<file path="src/rtl/countdown_timer.sv">
// -----------------------------------------------------------------------------
// countdown_timer
//
// Loadable down-counter. It counts a programmed number of enabled cycles and
// then emits a single-cycle terminal-count pulse. It is the decrementing
// companion of the free-running up counter, used for timeouts, pulse
// stretching and periodic ticks. Everything runs in one clock domain.
//
// Build option:
//   COUNTDOWN_AUTO_RELOAD_EN  When defined, the timer is periodic. A terminal
//                             event reloads the last loaded value and stays in
//                             RUN. When undefined (the default), it is
//                             one-shot and returns to IDLE with q=0.
//
// Parameters:
//   WIDTH       counter and load-value width in bits (default 7)
//
// Ports:
//   CLK         in   clock; all state updates on the rising edge
//   Reset       in   synchronous active-high reset; overrides every input
//   load        in   load request, accepted only while load_ready is high
//   load_val    in   start value, captured on an accepted load
//   load_ready  out  high in IDLE, when a load is accepted
//   en          in   count enable; RUN decrements only when high
//   abort       in   leave RUN for IDLE with q=0 and no terminal pulse
//   q           out  current count (registered)
//   busy        out  high in RUN
//   zero        out  combinational decode of q == 0
//   tc          out  registered terminal-count pulse, one cycle wide
// -----------------------------------------------------------------------------
module countdown_timer #(
  parameter int WIDTH = 7
) (
  input  logic             CLK,
  input  logic             Reset,
  input  logic             load,
  input  logic [WIDTH-1:0] load_val,
  output logic             load_ready,
  input  logic             en,
  input  logic             abort,
  output logic [WIDTH-1:0] q,
  output logic             busy,
  output logic             zero,
  output logic             tc
);

  typedef enum logic {
    IDLE = 1'b0,
    RUN  = 1'b1
  } state_t;

  state_t           state_q, state_d;
  logic [WIDTH-1:0] cnt_q, cnt_d;
  logic             tc_q, tc_d;
`ifdef COUNTDOWN_AUTO_RELOAD_EN
  logic [WIDTH-1:0] reload_q, reload_d;
`endif

  // Unsigned decrement. The caller only uses it while q > 1, so it never wraps.
  function automatic logic [WIDTH-1:0] dec1(input logic [WIDTH-1:0] v);
    return v - WIDTH'(1);
  endfunction

  // Next-state logic for the counter and the FSM
  always_comb begin
    state_d  = state_q;
    cnt_d    = cnt_q;
    tc_d     = 1'b0;
`ifdef COUNTDOWN_AUTO_RELOAD_EN
    reload_d = reload_q;
`endif
    case (state_q)
      IDLE: begin
        if (load) begin
          cnt_d = load_val;
`ifdef COUNTDOWN_AUTO_RELOAD_EN
          reload_d = load_val;
`endif
          // A zero-length load expires immediately and never enters RUN.
          if (load_val != '0) state_d = RUN;
          else                tc_d    = 1'b1;
        end
      end
      RUN: begin
        // abort wins over a terminal event on the same edge.
        if (abort) begin
          cnt_d   = '0;
          state_d = IDLE;
        end else if (en) begin
          if (cnt_q == WIDTH'(1)) begin
            tc_d = 1'b1;
`ifdef COUNTDOWN_AUTO_RELOAD_EN
            cnt_d = reload_q;
`else
            cnt_d   = '0;
            state_d = IDLE;
`endif
          end else begin
            cnt_d = dec1(cnt_q);
          end
        end
      end
      default: begin
        cnt_d   = '0;
        state_d = IDLE;
      end
    endcase
  end

  // Register stage: everything visible on the ports except zero
  always_ff @(posedge CLK) begin
    if (Reset) begin
      state_q  <= IDLE;
      cnt_q    <= '0;
      tc_q     <= 1'b0;
`ifdef COUNTDOWN_AUTO_RELOAD_EN
      reload_q <= '0;
`endif
    end else begin
      state_q  <= state_d;
      cnt_q    <= cnt_d;
      tc_q     <= tc_d;
`ifdef COUNTDOWN_AUTO_RELOAD_EN
      reload_q <= reload_d;
`endif
    end
  end

  assign q          = cnt_q;
  assign tc         = tc_q;
  assign busy       = (state_q == RUN);
  assign load_ready = (state_q == IDLE);
  assign zero       = (cnt_q == '0);

endmodule

</file>
<file path="config.mk">
export PLATFORM = sky130hd
export DESIGN_NAME = countdown_timer
export DESIGN_NICKNAME = d
export VERILOG_FILES = /design/src/rtl/countdown_timer.sv
export SDC_FILE = /design/constraint.sdc
export NUM_CORES = 1
export LEC_CHECK = 0
export BUFFER_PORTS_ARGS = -buffer_cell sky130_fd_sc_hd__buf_2
export CORE_MARGIN = 3
export CORE_UTILIZATION = 44
export CTS_CLUSTER_SIZE = 40
export DETAILED_ROUTE_END_ITERATION = 8
export GPL_TIMING_DRIVEN = 0
export PLACE_DENSITY = 0.73
export RECOVER_POWER = 25
export SETUP_SLACK_MARGIN = 0.4
export SLEW_MARGIN = 30
export SYNTH_ARGS = -nofsm -noshare
export SYNTH_HDL_FRONTEND = slang
export SYNTH_SLANG_ARGS = --single-unit
</file>
<file path="constraint.sdc">
create_clock -name CLK -period 1.8 [get_ports CLK]
set_clock_uncertainty 0.05 [all_clocks]
set_input_delay 0 -clock CLK [delete_from_list [all_inputs] [get_ports CLK]]
set_output_delay 0 -clock CLK [all_outputs]
set_load 0.005 [all_outputs]
</file>
## After elaboration in Yosys (flattened, before gate mapping)

Index checks and enable logic that the tools add are counted.

- Register bits: 9
- Latch bits: 0
- Memory bits (writable): 0
- Memory bits (read-only): 0
- Input bits: 12
- Output and inout port bits: 11
- Word-level logic and storage cells: 28
- Memories: 0

- Add/sub/neg operators: 1
- Multipliers: 0
- Divide/modulo/power cells: 0
- $lt $le $gt $ge: 0
- Equality and inequality tests: 3
- Shift-type cells: 0
- Multiplexer cells: 17
- Bitwise operators: 1
- Reduce and logical (&&, ||, !) cells: 3

Operators with widths:

| operator | number |
|---|---|
| 7-bit 2-to-1 mux | 4 |
| 7-bit case mux with 2 select lines | 1 |
| 1-bit 2-to-1 mux | 10 |
| 7-bit by 1-bit == test with 1-bit output, second input constant | 1 |
| 7-bit logical NOT | 1 |
| 7-bit nonzero test | 1 |
| 7-bit by 1-bit subtractor with 7-bit output, second input constant | 1 |
| 1-bit case mux with 2 select lines | 2 |
| 3-bit != test, second input constant | 1 |
| 2-bit != test, second input constant | 1 |
| 2-bit AND reduction | 1 |
| 1-bit inverter | 1 |

## Logic depth before layout (Yosys ltp)

- Depth after elaboration: 5
- Mapped depth: 6
- Mapped depth without buffers: 6

## Worst setup path before layout

Ideal clock, no wire load.

- Path type: register to register
- From: register cnt_q[4] (netlist: q[4])
- To: register cnt_q[5] (netlist: q[5])
- Setup time: 0.122 ns
- Data arrival time: 1.549 ns
- Required time: 1.628 ns
- Slack: 0.079 ns
- Stages on the path, launching flop included: 5
- Buffers on the path: 0
- Clock period less this slack: 1.721 ns
- Path through: dfxtp_1 -> or4_4 -> o21ai_4 -> o32ai_1 -> a221o_1

- Longest elaborated chain between the ends: 5
- Elaborated cells between the ends (all ways): 6
- Classes of those cells: add/sub: 1; eq/ne: 1; mux: 4

Ends and longest elaborated chain:

| what | RTL line | RTL |
|---|---|---|
| start: declaration | 53 | `logic [WIDTH-1:0] cnt_q, cnt_d;` |
| start signal: assignment | 121 | `cnt_q <= cnt_d;` |
| 7-bit by 1-bit subtractor with 7-bit output or 7-bit by 1-bit == test with 1-bit output (tied branches) | 61, 90 |  |
| 7-bit 2-to-1 mux (*) | 90 | `if (cnt_q == WIDTH'(1)) begin` |
| 7-bit 2-to-1 mux (*) | 89 | `end else if (en) begin` |
| 7-bit 2-to-1 mux (*) | 86 | `if (abort) begin` |
| 7-bit case mux with 2 select lines (*) | 72 | `case (state_q)` |

Every way passes the cells marked *; elsewhere a longest branch is shown, timed or not. The select of a mux whose other input is x is not followed.
A chain may end at the register's enable or synchronous reset.

## Final worst setup path

- From: register cnt_q[2] (netlist: q[2])
- To: register cnt_q[0] (netlist: q[0])

- Longest elaborated chain between the ends: 5

Ends and longest elaborated chain:

| what | RTL line |
|---|---|
| 7-bit by 1-bit == test with 1-bit output | 90 |
| 7-bit 2-to-1 mux | 90 |
| 7-bit 2-to-1 mux | 89 |
| 7-bit 2-to-1 mux | 86 |
| 7-bit case mux with 2 select lines | 72 |

No other way between the ends. The select of a mux whose other input is x is not followed.

==> impl_metrics.csv <==
group,metric,value,unit
flow_run,drv_cap,0,
floorplanning,num_rows,12,
synth,synth_seq_cells,9,
clock_network,clock-root-buffer,"clkbuf_4",
clock_network,cts_buffers,3,
cells_and_area,diodes,0,
min_path,hold_path_depth,3,
global_routing,grt_usage,0.227,
clock_network,cts_max_path_buffers,2,
synth,synth_area_leaders,"dfxtp_1 31%, nor2_1 5.1%, ha_1 4.2%",
clock_network,cts_sinks,9,
pwr,power_density,710,nW/um^2
placed_design,place_hpwl,1.19,mm
floorplanning,fp.dieArea,1820,sq um
placed_design,gp_congestion,0.793,
routing,wl_per_cell,16.2,um
synth,synth_area,591,sq um
min_path,min_to,"q[2]$_SDFFE_PP0P_",
sta,fin_crit_sh,0.961,
cells_and_area,regArea,189,sq um
routing,drt_iter0_drc,34,
sta,period_minus_slack,1.73,ns
setup_path,reg2regPathDepth,6,
clock_network,cts_tree,"built",
synth,yosysSeqAreaShare,0.305,
synth,synth_most_common_cell,"dfxtp_1",
synth,syn_nets,83,
setup_path,criticalPathCategory,"flop to flop",
cells_and_area,fillerInstances,73,
cells_and_area,drive_above_1_share,0.532,
synth,syn_area_per_cell,8.56,sq um
pwr,p_leak,0.432,nW
sta,max-slew-margin-rel,0.662,
sta,hold_slack,0.0493,ns
floorplanning,die_x,42.6,um
cells_and_area,synthToLayoutAreaGrowth,68.9,%
floorplanning,fp.coreArea,1190,sq um
synth,synth_top_area_cell,"dfxtp_1",
clock_network,clock_latency,0.27,ns
run_status,outcome,"completed",
setup_path,rrSetupSlack,0.07,ns
setup_path,cp_data_arrival_time,1.83,ns
routing,wirelength,2.03,mm
routing,antenna_left,0,
synth,synth_edf_count,0,
pwr,ir_worst_vdd,0.405,mV
floorplanning,io_pins,23,
synth,netlist-cell-type-count,34,
global_routing,grt_max_degree,11,
cells_and_area,nets,126,
setup_path,r2r_start,"q[2]$_SDFFE_PP0P_",
routing,drcViolationCount,0,
routing,first_pass_iters,4,
synth,async_flop_share,0,
sta,tightestPinTransition,0.503,ns
synth,synth_flop_cell,"dfxtp_1",
sta,finalMaxSlewViolations,0,
floorplanning,die_h,42.6,um
sta,tns,0,ns
floorplanning,start_util,0.498,
placed_design,numPortBuffers,21,
routing,vias_per_cell,6.04,
clock_network,clk_pin_slew_worst_paths,0.06,ns
synth,synth_warnings,0,
routing,vias,755,
global_routing,grt_pass1_wl,3.11,mm
cells_and_area,multi_input_area,457,sq um
setup_path,worstPathRequired,1.90,ns
min_path,min_from,"load_val[2]",
min_path,hp-class,"input pin to flop",
global_routing,overflow,0,
sta,final-setup-viol-count,0,
setup_path,cp-start-kind,"flop",
synth,yosys.area.top_type_share,0.305,
global_routing,antenna_found_initial,0,
setup_path,r2r-end,"q[0]$_SDFFE_PP0P_",
global_routing,grt_pass1_vias,697,
clock_network,h-tree-depth,1,
synth,synthCells,69,
sta,fmax,578,MHz
synth,synth_top_cells_by_count,"9 x dfxtp_1, 8 x nor2_1, 6 x inv_1",
setup_path,cp_max_fo,7,
sta,grt_setup_unrepaired,"yes",
setup_path,endpoint_kind,"flop",
sta,hold_viol_final,0,
## stage by stage
step	utilization	instances	power (mW)	setup slack [ns]	cell area (sq um)
after floorplan	-	69	0.394	0.165	637
after global placement	0.640	104	0.457	0.0788	759
after detailed placement	0.640	104	0.461	0.0678	759
after CTS	0.797	123	0.671	0.109	946
after global routing	0.841	125	0.750	0.00384	997
final	0.841	125	0.708	0.0701	997
## final cells by class
cell class / count / area share
Multi-Input combinational cell: 53 / 0.458
Timing Repair Buffer: 38 / 0.272
Sequential cell: 9 / 0.189
Clock buffer: 4 / 0.0263
Inverter: 6 / 0.0251
Tap cell: 14 / 0.0176
Buffer: 1 / 0.0113
## registers in the layout (all words and copies together) (netlist names)
name / flops
busy: 1
q: 7
tc: 1
## timing repair
action	in CTS	in global routing
setup buffers	9	2
hold buffers	6	0
pin swaps	5	6
gates resized for setup	6	10
setup endpoints to repair	9	10
endpoints found under the hold margin	6	0
## cell usage in the layout (no fill, tap or decap), types with 2 or more instances in the layout
cell type and n:
buf_2 21, buf_4 7, nor2_1 6, dfxtp_1 6
dlygate4sd3_1 6, inv_1 4, buf_6 4, nand2_1 3
clkbuf_4 3, and2b_2 2, or4_4 2, o21ai_1 2
o2bb2ai_1 2, o21ai_0 2, nand2b_1 2, a32o_1 2
a211oi_1 2, a31oi_1 2, nor2_4 2, ha_4 2
dfxtp_4 2
## worst max-delay path by stage
stage,start,endpoint,depth (start not counted)
finish,q[2]$_SDFFE_PP0P_,q[0]$_SDFFE_PP0P_,6
global route,q[2]$_SDFFE_PP0P_,q[0]$_SDFFE_PP0P_,6
CTS,q[4]$_SDFFE_PP0P_,q[5]$_SDFFE_PP0P_,5
detailed placement,q[2]$_SDFFE_PP0P_,q[5]$_SDFFE_PP0P_,4
global placement,q[2]$_SDFFE_PP0P_,q[5]$_SDFFE_PP0P_,4
floorplan,q[5]$_SDFFE_PP0P_,q[5]$_SDFFE_PP0P_,4
## where the power goes
| group | internal (mW) | switching, mW |
|---|---|---|
| Combinational | 0.159 | 0.139 |
| Sequential | 0.218 | 0.0248 |
| Clock | 0.0860 | 0.0800 |
## routing by layer
metal,part of all wire,GRT usage,vias to the layer above
met1,0.41,0.294,356
met5,0,0,-
met2,0.47,0.365,43
li1,-,-,349
met3,0.084,0.0386,7
met4,0.029,0.0932,0
## worst max-delay path, stage by stage (launching register included)
cell       delay (ns)
dfxtp_1          0.37
or4_4            0.53
o21ai_4          0.23
buf_6            0.15
buf_6            0.09
a2bb2oi_2        0.13
a211oi_1         0.07
## logic make-up (layout without fill, tap and decap cells)
kind of cell	Yosys count	after routing	share of synthesized area
AOI/OAI and AO/OA	25	25	0.333
buffers and inverters	7	49	0.0572
DFF	9	9	0.305
adders and majority gates	2	2	0.0424
and+or+nand+nor	26	26	0.263
Power figures use the tool's default switching activity.
